## src/rtl/delivery_collision_score_if.sv

```systemverilog
// Game-logic bus between the map/player front end and the collision/score block.
// master drives the map rows and player controls; slave returns lives, score and events.
interface delivery_collision_score_if #(
  parameter int SCORE_W = 8
);
  logic               start;
  logic               move_map;
  logic [1:0]         player_lane;
  logic [63:0]        map_obstacles_flat;
  logic [63:0]        map_objectives_flat;
  logic [1:0]         lives;
  logic [SCORE_W-1:0] score;
  logic               hit;
  logic               collect;
  logic               playing;
  logic               invuln;
  logic               game_over;

  modport master (
    output start, move_map, player_lane, map_obstacles_flat, map_objectives_flat,
    input  lives, score, hit, collect, playing, invuln, game_over
  );

  modport slave (
    input  start, move_map, player_lane, map_obstacles_flat, map_objectives_flat,
    output lives, score, hit, collect, playing, invuln, game_over
  );
endinterface

```

## src/rtl/delivery_collision_score.sv

```systemverilog
// Row-0 collision/collect detection, lives/score counters and game-phase FSM
// for the delivery game; one hit or collect event per map row at most.
module delivery_collision_lane (
  input  logic sel,
  input  logic obs,
  input  logic obj,
  output logic obs_hit,
  output logic obj_hit
);
  assign obs_hit = sel & obs;
  assign obj_hit = sel & obj;
endmodule

module delivery_collision_score #(
  parameter int LIVES_INIT   = 3,
  parameter int SCORE_W      = 8,
  parameter int INVULN_STEPS = 4
) (
  input logic clock,
  input logic reset,
  delivery_collision_score_if.slave bus
);
  localparam int NUM_LANES = 4;

  typedef enum logic [1:0] {S_IDLE, S_PLAYING, S_INVULN, S_OVER} state_t;

  state_t             state_q, state_d;
  logic [1:0]         lives_q, lives_d;
  logic [SCORE_W-1:0] score_q, score_d, score_inc;
  logic [3:0]         cnt_q, cnt_d;
  logic               hit_q, hit_d;
  logic               collect_q, collect_d;
  logic               row_used_q, row_used_d;
  logic               step_dly_q, step_dly_d;
  logic               playing_q, playing_d;
  logic               invuln_q, invuln_d;
  logic               game_over_q, game_over_d;

  logic [NUM_LANES-1:0] lane_oh, obs_lane, obj_lane;
  logic                 obs0, obj0, check;

  assign lane_oh = NUM_LANES'(1) << bus.player_lane;

  for (genvar g = 0; g < NUM_LANES; g++) begin : g_lane
    delivery_collision_lane u_lane (
      .sel     (lane_oh[g]),
      .obs     (bus.map_obstacles_flat[g]),
      .obj     (bus.map_objectives_flat[g]),
      .obs_hit (obs_lane[g]),
      .obj_hit (obj_lane[g])
    );
  end

  // Rows 1..15 are never inspected here.
  logic unused_rows;
  assign unused_rows = ^{bus.map_obstacles_flat[63:NUM_LANES], bus.map_objectives_flat[63:NUM_LANES]};

  assign obs0      = |obs_lane;
  assign obj0      = |obj_lane;
  assign check     = !row_used_q || step_dly_q;
  assign score_inc = (score_q == {SCORE_W{1'b1}}) ? score_q : score_q + 1'b1;

  always_comb begin
    state_d    = state_q;
    lives_d    = lives_q;
    score_d    = score_q;
    cnt_d      = cnt_q;
    hit_d      = 1'b0;
    collect_d  = 1'b0;
    row_used_d = step_dly_q ? 1'b0 : row_used_q;
    step_dly_d = bus.move_map;

    case (state_q)
      S_IDLE, S_OVER: begin
        if (bus.start) begin
          state_d    = S_PLAYING;
          lives_d    = 2'(LIVES_INIT);
          score_d    = '0;
          cnt_d      = '0;
          // The row on screen at start is never scored.
          row_used_d = 1'b1;
        end
      end
      S_PLAYING: begin
        if (check && obs0) begin
          hit_d      = 1'b1;
          lives_d    = lives_q - 2'd1;
          row_used_d = 1'b1;
          if (lives_q == 2'd1) begin
            state_d = S_OVER;
          end else begin
            state_d = S_INVULN;
            cnt_d   = 4'(INVULN_STEPS);
          end
        end else if (check && obj0) begin
          collect_d  = 1'b1;
          score_d    = score_inc;
          row_used_d = 1'b1;
        end
      end
      S_INVULN: begin
        if (check && obj0) begin
          collect_d  = 1'b1;
          score_d    = score_inc;
          row_used_d = 1'b1;
        end
        if (bus.move_map) begin
          cnt_d = cnt_q - 4'd1;
          if (cnt_q == 4'd1) state_d = S_PLAYING;
        end
      end
      default: state_d = S_IDLE;
    endcase

    playing_d   = (state_d == S_PLAYING) || (state_d == S_INVULN);
    invuln_d    = (state_d == S_INVULN);
    game_over_d = (state_d == S_OVER);
  end

  always_ff @(posedge clock) begin
    if (reset) begin
      state_q     <= S_IDLE;
      lives_q     <= '0;
      score_q     <= '0;
      cnt_q       <= '0;
      hit_q       <= 1'b0;
      collect_q   <= 1'b0;
      row_used_q  <= 1'b0;
      step_dly_q  <= 1'b0;
      playing_q   <= 1'b0;
      invuln_q    <= 1'b0;
      game_over_q <= 1'b0;
    end else begin
      state_q     <= state_d;
      lives_q     <= lives_d;
      score_q     <= score_d;
      cnt_q       <= cnt_d;
      hit_q       <= hit_d;
      collect_q   <= collect_d;
      row_used_q  <= row_used_d;
      step_dly_q  <= step_dly_d;
      playing_q   <= playing_d;
      invuln_q    <= invuln_d;
      game_over_q <= game_over_d;
    end
  end

  assign bus.lives     = lives_q;
  assign bus.score     = score_q;
  assign bus.hit       = hit_q;
  assign bus.collect   = collect_q;
  assign bus.playing   = playing_q;
  assign bus.invuln    = invuln_q;
  assign bus.game_over = game_over_q;
endmodule
```

## src/flat_wrapper.sv

```systemverilog
// flat-port wrapper written by rule: the top's interface ports become plain ports
module delivery_collision_score_flat 
#(
  parameter int LIVES_INIT   = 3,
  parameter int SCORE_W      = 8,
  parameter int INVULN_STEPS = 4
)
  (clock, reset, bus_start, bus_move_map, bus_player_lane, bus_map_obstacles_flat, bus_map_objectives_flat, bus_lives, bus_score, bus_hit, bus_collect, bus_playing, bus_invuln, bus_game_over);
  delivery_collision_score_if #(.SCORE_W(SCORE_W)) bus_i ();
  input logic clock;
  input logic reset;
  input wire logic [$bits(bus_i.start)-1:0] bus_start;
  input wire logic [$bits(bus_i.move_map)-1:0] bus_move_map;
  input wire logic [$bits(bus_i.player_lane)-1:0] bus_player_lane;
  input wire logic [$bits(bus_i.map_obstacles_flat)-1:0] bus_map_obstacles_flat;
  input wire logic [$bits(bus_i.map_objectives_flat)-1:0] bus_map_objectives_flat;
  output wire logic [$bits(bus_i.lives)-1:0] bus_lives;
  output wire logic [$bits(bus_i.score)-1:0] bus_score;
  output wire logic [$bits(bus_i.hit)-1:0] bus_hit;
  output wire logic [$bits(bus_i.collect)-1:0] bus_collect;
  output wire logic [$bits(bus_i.playing)-1:0] bus_playing;
  output wire logic [$bits(bus_i.invuln)-1:0] bus_invuln;
  output wire logic [$bits(bus_i.game_over)-1:0] bus_game_over;
  assign bus_i.start = bus_start;
  assign bus_i.move_map = bus_move_map;
  assign bus_i.player_lane = bus_player_lane;
  assign bus_i.map_obstacles_flat = bus_map_obstacles_flat;
  assign bus_i.map_objectives_flat = bus_map_objectives_flat;
  assign bus_lives = bus_i.lives;
  assign bus_score = bus_i.score;
  assign bus_hit = bus_i.hit;
  assign bus_collect = bus_i.collect;
  assign bus_playing = bus_i.playing;
  assign bus_invuln = bus_i.invuln;
  assign bus_game_over = bus_i.game_over;
  delivery_collision_score #(.LIVES_INIT(LIVES_INIT), .SCORE_W(SCORE_W), .INVULN_STEPS(INVULN_STEPS)) u_core (.clock(clock), .reset(reset), .bus(bus_i));
endmodule
```

## config.mk

```make
export PLATFORM = sky130hd
export DESIGN_NAME = delivery_collision_score_flat
export DESIGN_NICKNAME = d
export VERILOG_FILES = /design/src/rtl/delivery_collision_score_if.sv /design/src/rtl/delivery_collision_score.sv /design/src/flat_wrapper.sv
export SDC_FILE = /design/constraint.sdc
export NUM_CORES = 1
export LEC_CHECK = 0
export BUFFER_PORTS_ARGS = -buffer_cell sky130_fd_sc_hd__buf_2
export CORE_MARGIN = 1.5
export CORE_UTILIZATION = 35
export DETAILED_ROUTE_END_ITERATION = 8
export GPL_ROUTABILITY_DRIVEN = 0
export PLACE_DENSITY = 0.76
export SLEW_MARGIN = 20
export SYNTH_ARGS = -nofsm -noshare
export SYNTH_HDL_FRONTEND = slang
export SYNTH_HIERARCHICAL = 1
export SYNTH_SLANG_ARGS = --single-unit
```

## constraint.sdc

```tcl
create_clock -name clock -period 3.8 [get_ports clock]
set_input_delay 0.76 -clock clock [delete_from_list [all_inputs] [get_ports clock]]
set_output_delay 0.76 -clock clock [all_outputs]
set_load 0.01 [all_outputs]
```

After elaboration in Yosys (flattened, before gate mapping)
Index checks and enable logic that the tools add are counted.
{"block": "op_classes", "addsub": 3, "n_eq_ne": 14, "shift": 1, "muxes": 28, "bitwise_logic": 9, "reduce_logical": 14}
{"operator": "8-bit two-way mux", "count": 4}
{"operator": "8-bit one-hot mux with 3 select lines", "count": 1}
{"operator": "4-bit two-way mux", "count": 4}
{"operator": "2-bit two-way mux", "count": 6}
{"operator": "4-bit one-hot mux with 3 select lines", "count": 1}
{"operator": "8-bit by 1-bit adder with 8-bit output (second input constant)", "count": 1}
{"operator": "1-bit AND", "count": 8}
{"operator": "2-bit == test (second input constant)", "count": 4}
{"operator": "8-bit == test (second input constant)", "count": 1}
{"operator": "1-bit two-way mux", "count": 8}
{"operator": "2-bit inequality test (second input constant)", "count": 4}
{"operator": "4-bit OR reduction", "count": 2}
{"operator": "2-bit by 1-bit == test with 1-bit output (second input constant)", "count": 3}
{"operator": "2-bit one-hot mux with 3 select lines", "count": 1}
{"operator": "4-bit by 1-bit == test with 1-bit output (second input constant)", "count": 1}
{"operator": "2-bit one-hot mux with 2 select lines", "count": 1}
{"operator": "4-bit AND reduction", "count": 1}
{"operator": "2-bit OR reduction", "count": 2}
{"operator": "1-bit by 2-bit << shifter with 4-bit output (first input constant)", "count": 1}
{"operator": "4-bit by 1-bit subtractor with 4-bit output (second input constant)", "count": 1}
{"operator": "1-bit one-hot mux with 3 select lines", "count": 1}
{"operator": "3-bit AND reduction", "count": 1}
{"operator": "1-bit logical AND", "count": 2}
{"operator": "2-bit zero test", "count": 1}
{"operator": "8 further kinds", "count": 9}
{"block": "totals", "register_bits": 23, "out_inout_bits": 15, "word_cells": 80}

Logic depth before layout (Yosys ltp)
{"block": "logic_depth", "word_depth": 8, "depth_mapped": 9}

Hierarchy
Netlist, hierarchy kept.
{"mod": "delivery_collision_score", "n_inst": 1, "cells_each": 167, "area_per_inst_um2": 1422.6, "seq_area_each_um2": 460.4}
{"mod": "delivery_collision_lane", "n_inst": 4, "cells_each": 2, "area_per_inst_um2": 12.5, "seq_area_each_um2": 0.0}

Least setup slack after synthesis
OpenSTA, ideal clock, no wires.
{"block": "synth_path", "kind": "in2reg", "start": "in bus_player_lane[0]", "end": "reg u_core.game_over_q, in the netlist u_core/bus.game_over", "setup_time_ns": 0.128, "arrival_ns": 2.322, "t_required_ns": 3.672, "setup_slack_ns": 1.350, "stages": 8, "n_path_buf": 0, "path_cell_list": "nor2b_1 -> and2_1 -> or4_4 -> nand3_1 -> a21oi_1 -> or2_1 -> ha_1 -> nor2b_1"}
{"block": "synth_between", "elab_chain_cells": 7, "elab_cells_between_ends": 10, "classes_between": "eq/ne (1); shift (1); mux (2); bitwise (4); reduce/logical (2)"}
{"element": "start: declaration", "line": "flat_wrapper.sv:14", "rtl": "input wire logic [$bits(bus_i.player_lane)-1:0] bus_player_lane;"}
{"element": "1-bit by 2-bit << shifter with 4-bit output", "line": "delivery_collision_score.sv:42", "rtl": "assign lane_oh = NUM_LANES'(1) << bus.player_lane;"}
{"element": "1-bit AND", "line": "delivery_collision_score.sv:10", "rtl": "assign obs_hit = sel & obs;"}
{"element": "net u_core.obs_lane[1]", "line": "delivery_collision_score.sv:39", "rtl": "logic [NUM_LANES-1:0] lane_oh, obs_lane, obj_lane;"}
{"element": "4-bit OR reduction", "line": "delivery_collision_score.sv:58", "rtl": "assign obs0 = |obs_lane;"}
{"element": "1-bit logical AND", "line": "delivery_collision_score.sv:85", "rtl": "if (check && obs0) begin"}
{"element": "2-bit two-way mux", "line": "delivery_collision_score.sv:85"}
{"element": "2-bit one-hot mux with 3 select lines", "line": "delivery_collision_score.sv:73", "rtl": "case (state_q)"}
{"element": "net u_core.state_d[0]", "line": "delivery_collision_score.sv:27", "rtl": "state_t state_q, state_d;"}
{"element": "2-bit == test", "line": "delivery_collision_score.sv:117", "rtl": "game_over_d = (state_d == S_OVER);"}
{"element": "net u_core.game_over_d", "line": "delivery_collision_score.sv:37", "rtl": "logic game_over_q, game_over_d;"}
{"element": "end signal: assignment", "line": "delivery_collision_score.sv:144", "rtl": "game_over_q <= game_over_d;"}
{"element": "end: declaration", "line": "delivery_collision_score.sv:37"}
The timed path passes the listed nets, and every way through them passes these cells.
A chain may end at the register's enable or synchronous reset.

Final worst setup path
{"block": "layout_path", "start": "in bus_player_lane[0]", "end": "reg u_core.game_over_q, in the netlist u_core/bus.game_over"}
{"block": "layout_between", "elab_chain_cells": 7, "elab_cells_between_ends": 10, "classes_between": "eq/ne (1); shift (1); mux (2); bitwise (4); reduce/logical (2)"}
{"element": "1-bit by 2-bit << shifter with 4-bit output", "line": "delivery_collision_score.sv:42"}
{"element": "net u_core.lane_oh[1]", "line": "delivery_collision_score.sv:39"}
{"element": "1-bit AND", "line": "delivery_collision_score.sv:10"}
{"element": "net u_core.obs_lane[1]", "line": "delivery_collision_score.sv:39"}
{"element": "4-bit OR reduction", "line": "delivery_collision_score.sv:58"}
{"element": "1-bit logical AND", "line": "delivery_collision_score.sv:85"}
{"element": "2-bit two-way mux", "line": "delivery_collision_score.sv:85"}
{"element": "2-bit one-hot mux with 3 select lines", "line": "delivery_collision_score.sv:73"}
{"element": "net u_core.state_d[0]", "line": "delivery_collision_score.sv:27"}
{"element": "2-bit == test", "line": "delivery_collision_score.sv:117"}
{"element": "net u_core.game_over_d", "line": "delivery_collision_score.sv:37"}
The timed path passes the listed nets, and every way through them passes these cells.

==> results by group <==
Route
  • Post-route ant nets: 0
  • Drt pass-1 iters: 4
  • DRT iter0 DRCs: 55
  • Via Count: 1395
  • Routed Wire Length: 3410 µm
  • Vias per Instance: between 5 and 6
  • DRC Markers: 0
  • Routed len/inst: 13.6 µm

Yosys
  • Synth unique cells: 50
  • Post-synth EDFFs: 0
  • Synth Net Count: 317
  • Synth Cell Area: 0.00147 mm²
  • Post-synth ARST share: 0
  • Largest area contributor in the netlist: dfxtp_1
  • Synth top area share: 0.313
  • YS warnings: 6
  • Cells after Synth: 175
  • Synth Flop Type: dfxtp_1
  • Yosys reg bits: 23
  • Synth top area cells: dfxtp_1 31%, ha_1 6.8%, a21oi_1 5.1%
  • Mean Syn Cell Area: approximately 8.4 µm²
  • Register area share after synthesis: 0.313

Floorplanning
  • Die W: 67.9 µm
  • Total core area: 0.00403 mm²
  • I/O pin total: ~150
  • Die H: 67.9 µm
  • Die Area: 0.00461 mm²
  • Initial Utilization: 0.366
  • Num rows: 23

Global route
  • Vias in the first global route: 1273
  • Initial antenna violation count: 0
  • GRT overflow: 0
  • Largest net degree at the start of global routing: 21
  • Tot GR Track Use: 0.157
  • First-pass GRT wire length: around 5600 µm

Clock network
  • H-Tree Depth: 1
  • Clk_lat worst skew: around 270 ps
  • Clock root buffer: clkbuf_8
  • TritonCTS clock tree: done
  • Cts bufs inserted: 3
  • Hold-fix buffers, CTS: 0
  • Clk sinks: 23
  • Post-CTS setup repair buffer count: 0
  • PostCTS Resize Cnt: 0
  • Reg clk slew, reported paths: about 80 ps
  • Clk buf depth: 2

Cells and area
  • # diodes: 0
  • Fin nets: 344
  • Leading cell type in the layout, fill and taps excluded: buf_2
  • Layout cells sized above 1: 0.204
  • Most frequent cells in the layout: 28 x buf_2, 23 x dfxtp_1, 15 x a21oi_1, 12 x and2_1, 11 x nor2_1
  • Syn-to-layout area delta: 15.8%

Flow run
  • Max-cap viol count: 0

Setup path
  • Peak fanout along the critical path: 5
  • Worst-path cell chain: buf_2, nor2b_1, and2_1, or4_4, nand3_1, a21oi_1, or2_1, ha_1, nor2b_1
  • Most frequent cell on the critical path: nor2b_1
  • CP Capture Type: register
  • CP startpoint kind: primary input
  • CP max stage cell: or4_4
  • CP Class: in -> reg
  • WP data arrival: 2600 ps
  • Required time of the worst setup path: 3950 ps
  • Buffers plus inverters on the worst setup path: 1
  • Crit path max-delay family: simple AND/OR/NAND/NOR gates
  • Max incr delay on CP: 580 ps

Timing
  • Final min period: 2450 ps
  • Fin crit share: 0.645
  • FMAX: 0.408 GHz
  • Slew headroom: 0.359
  • TNS Setup: 0 ps
  • RSZ-0062 raised after global routing: no
  • Slew Limit Fails: 0
  • Smallest hold slack: 493 ps
  • Final hold violations: 0
  • Setup Skew: 4.79 ps
  • Final setup fails: 0
  • Worst slew pin tran: roughly 960 ps

Place
  • Port bufs: 28
  • Hpwl dp: between 2000 and 3000 µm

Power and ir drop
  • Leak Pwr: 0.709 nW
  • Peak VDD IR: 0.198 mV
  • PD cells: 505 mW/mm²
  • Final Power: 0.000861 W

Worst hold path
  • Worst min path class: reg -> reg

Outcome
  • Status: complete, no violations
path summary, 6_finish.rpt:
kind / start / to / slack, ps / depth (start not counted)
worst max-delay path: bus_player_lane[0] / u_core/bus.game_over$_SDFF_PP0_ / 1350 / 9
worst min-delay path: u_core/cnt_q[3]$_SDFFE_PP0P_ / u_core/cnt_q[3]$_SDFFE_PP0P_ / 490 / 2
worst max register to register: u_core/row_used_q$_SDFF_PP0_ / u_core/bus.playing$_SDFF_PP0_ / 1620 / 6
worst min register to register: u_core/cnt_q[3]$_SDFFE_PP0P_ / u_core/cnt_q[3]$_SDFFE_PP0P_ / 490 / 2
report_power, final:
part / internal, W / switching (W)
Sequential: 0.000276 / 0.0000249
Combinational: 0.000148 / 0.000258
Clock: 0.0000750 / 0.0000790
Total: 0.000499 / 0.000362
final cells by class:
cell class / count / area (µm²)
clock buffer: 4 / 45.0
fill: 420 / 2320
inverter: 9 / 33.8
multi-input combinational: 136 / 956
sequential: 23 / 460
tap: 50 / 62.6
timing repair buffer: 29 / 148
sequential cells by signal, indices dropped and copies added (netlist names):
signal,count
u_core/step_dly_q,1
u_core/cnt_q,4
u_core/row_used_q,1
u_core/state_q,2
u_core/bus.hit,1
u_core/bus.lives,2
u_core/bus.game_over,1
u_core/bus.score,8
u_core/bus.playing,1
u_core/bus.collect,1
u_core/bus.invuln,1
Yosys cell counts (2+ instances only):
master,instances
a211o_1,3
a21oi_1,15
a311oi_2,2
and2_1,12
and3_1,2
and4_1,2
buf_2,2
clkbuf_1,5
dfxtp_1,23
ha_1,8
inv_1,9
nand2_1,6
nand2b_1,5
nand3_1,6
nand4_1,2
nor2_1,11
nor2b_1,7
nor3_1,4
nor4_1,3
o211ai_1,4
o21a_1,2
o21ai_0,5
o21ai_1,2
o31a_1,2
o31ai_1,5
or2_1,2
or3_1,2
or4_1,2
per-stage QoR:
stage,utilization,instances,setup WS [ps],cell area (µm²)
global route,0.423,251,1230,1710
global placement,0.412,247,1090,1660
CTS,0.423,251,1360,1710
detailed placement,0.412,247,1070,1660
floorplan,-,175,1350,1470
finish,0.423,251,1350,1710
worst min-delay path, delay by kind of cell (launching register included):
family             cells  cell delay, ps
DFF                    1             330
AOI/OAI and AO/OA      2             120
routing by layer:
layer / track usage / share of wire / vias to the layer above
met1: 0.205 / 0.48 / 648
met2: 0.262 / 0.48 / 31
met5: 0 / 0 / -
met4: 0.0625 / 0.0070 / 0
met3: 0.0214 / 0.034 / 2
li1: - / - / 714
cell families after synthesis:
| logic type | share of synthesized area |
|---|---|
| muxes | 0.0144 |
| DFF | 0.313 |
| buffers and inverters | 0.0425 |
| AOI/OAI and AO/OA | 0.257 |
| and+or+nand+nor | 0.305 |
| adders and majority gates | 0.0680 |
Note: power is estimated with default switching activity, not from simulation.
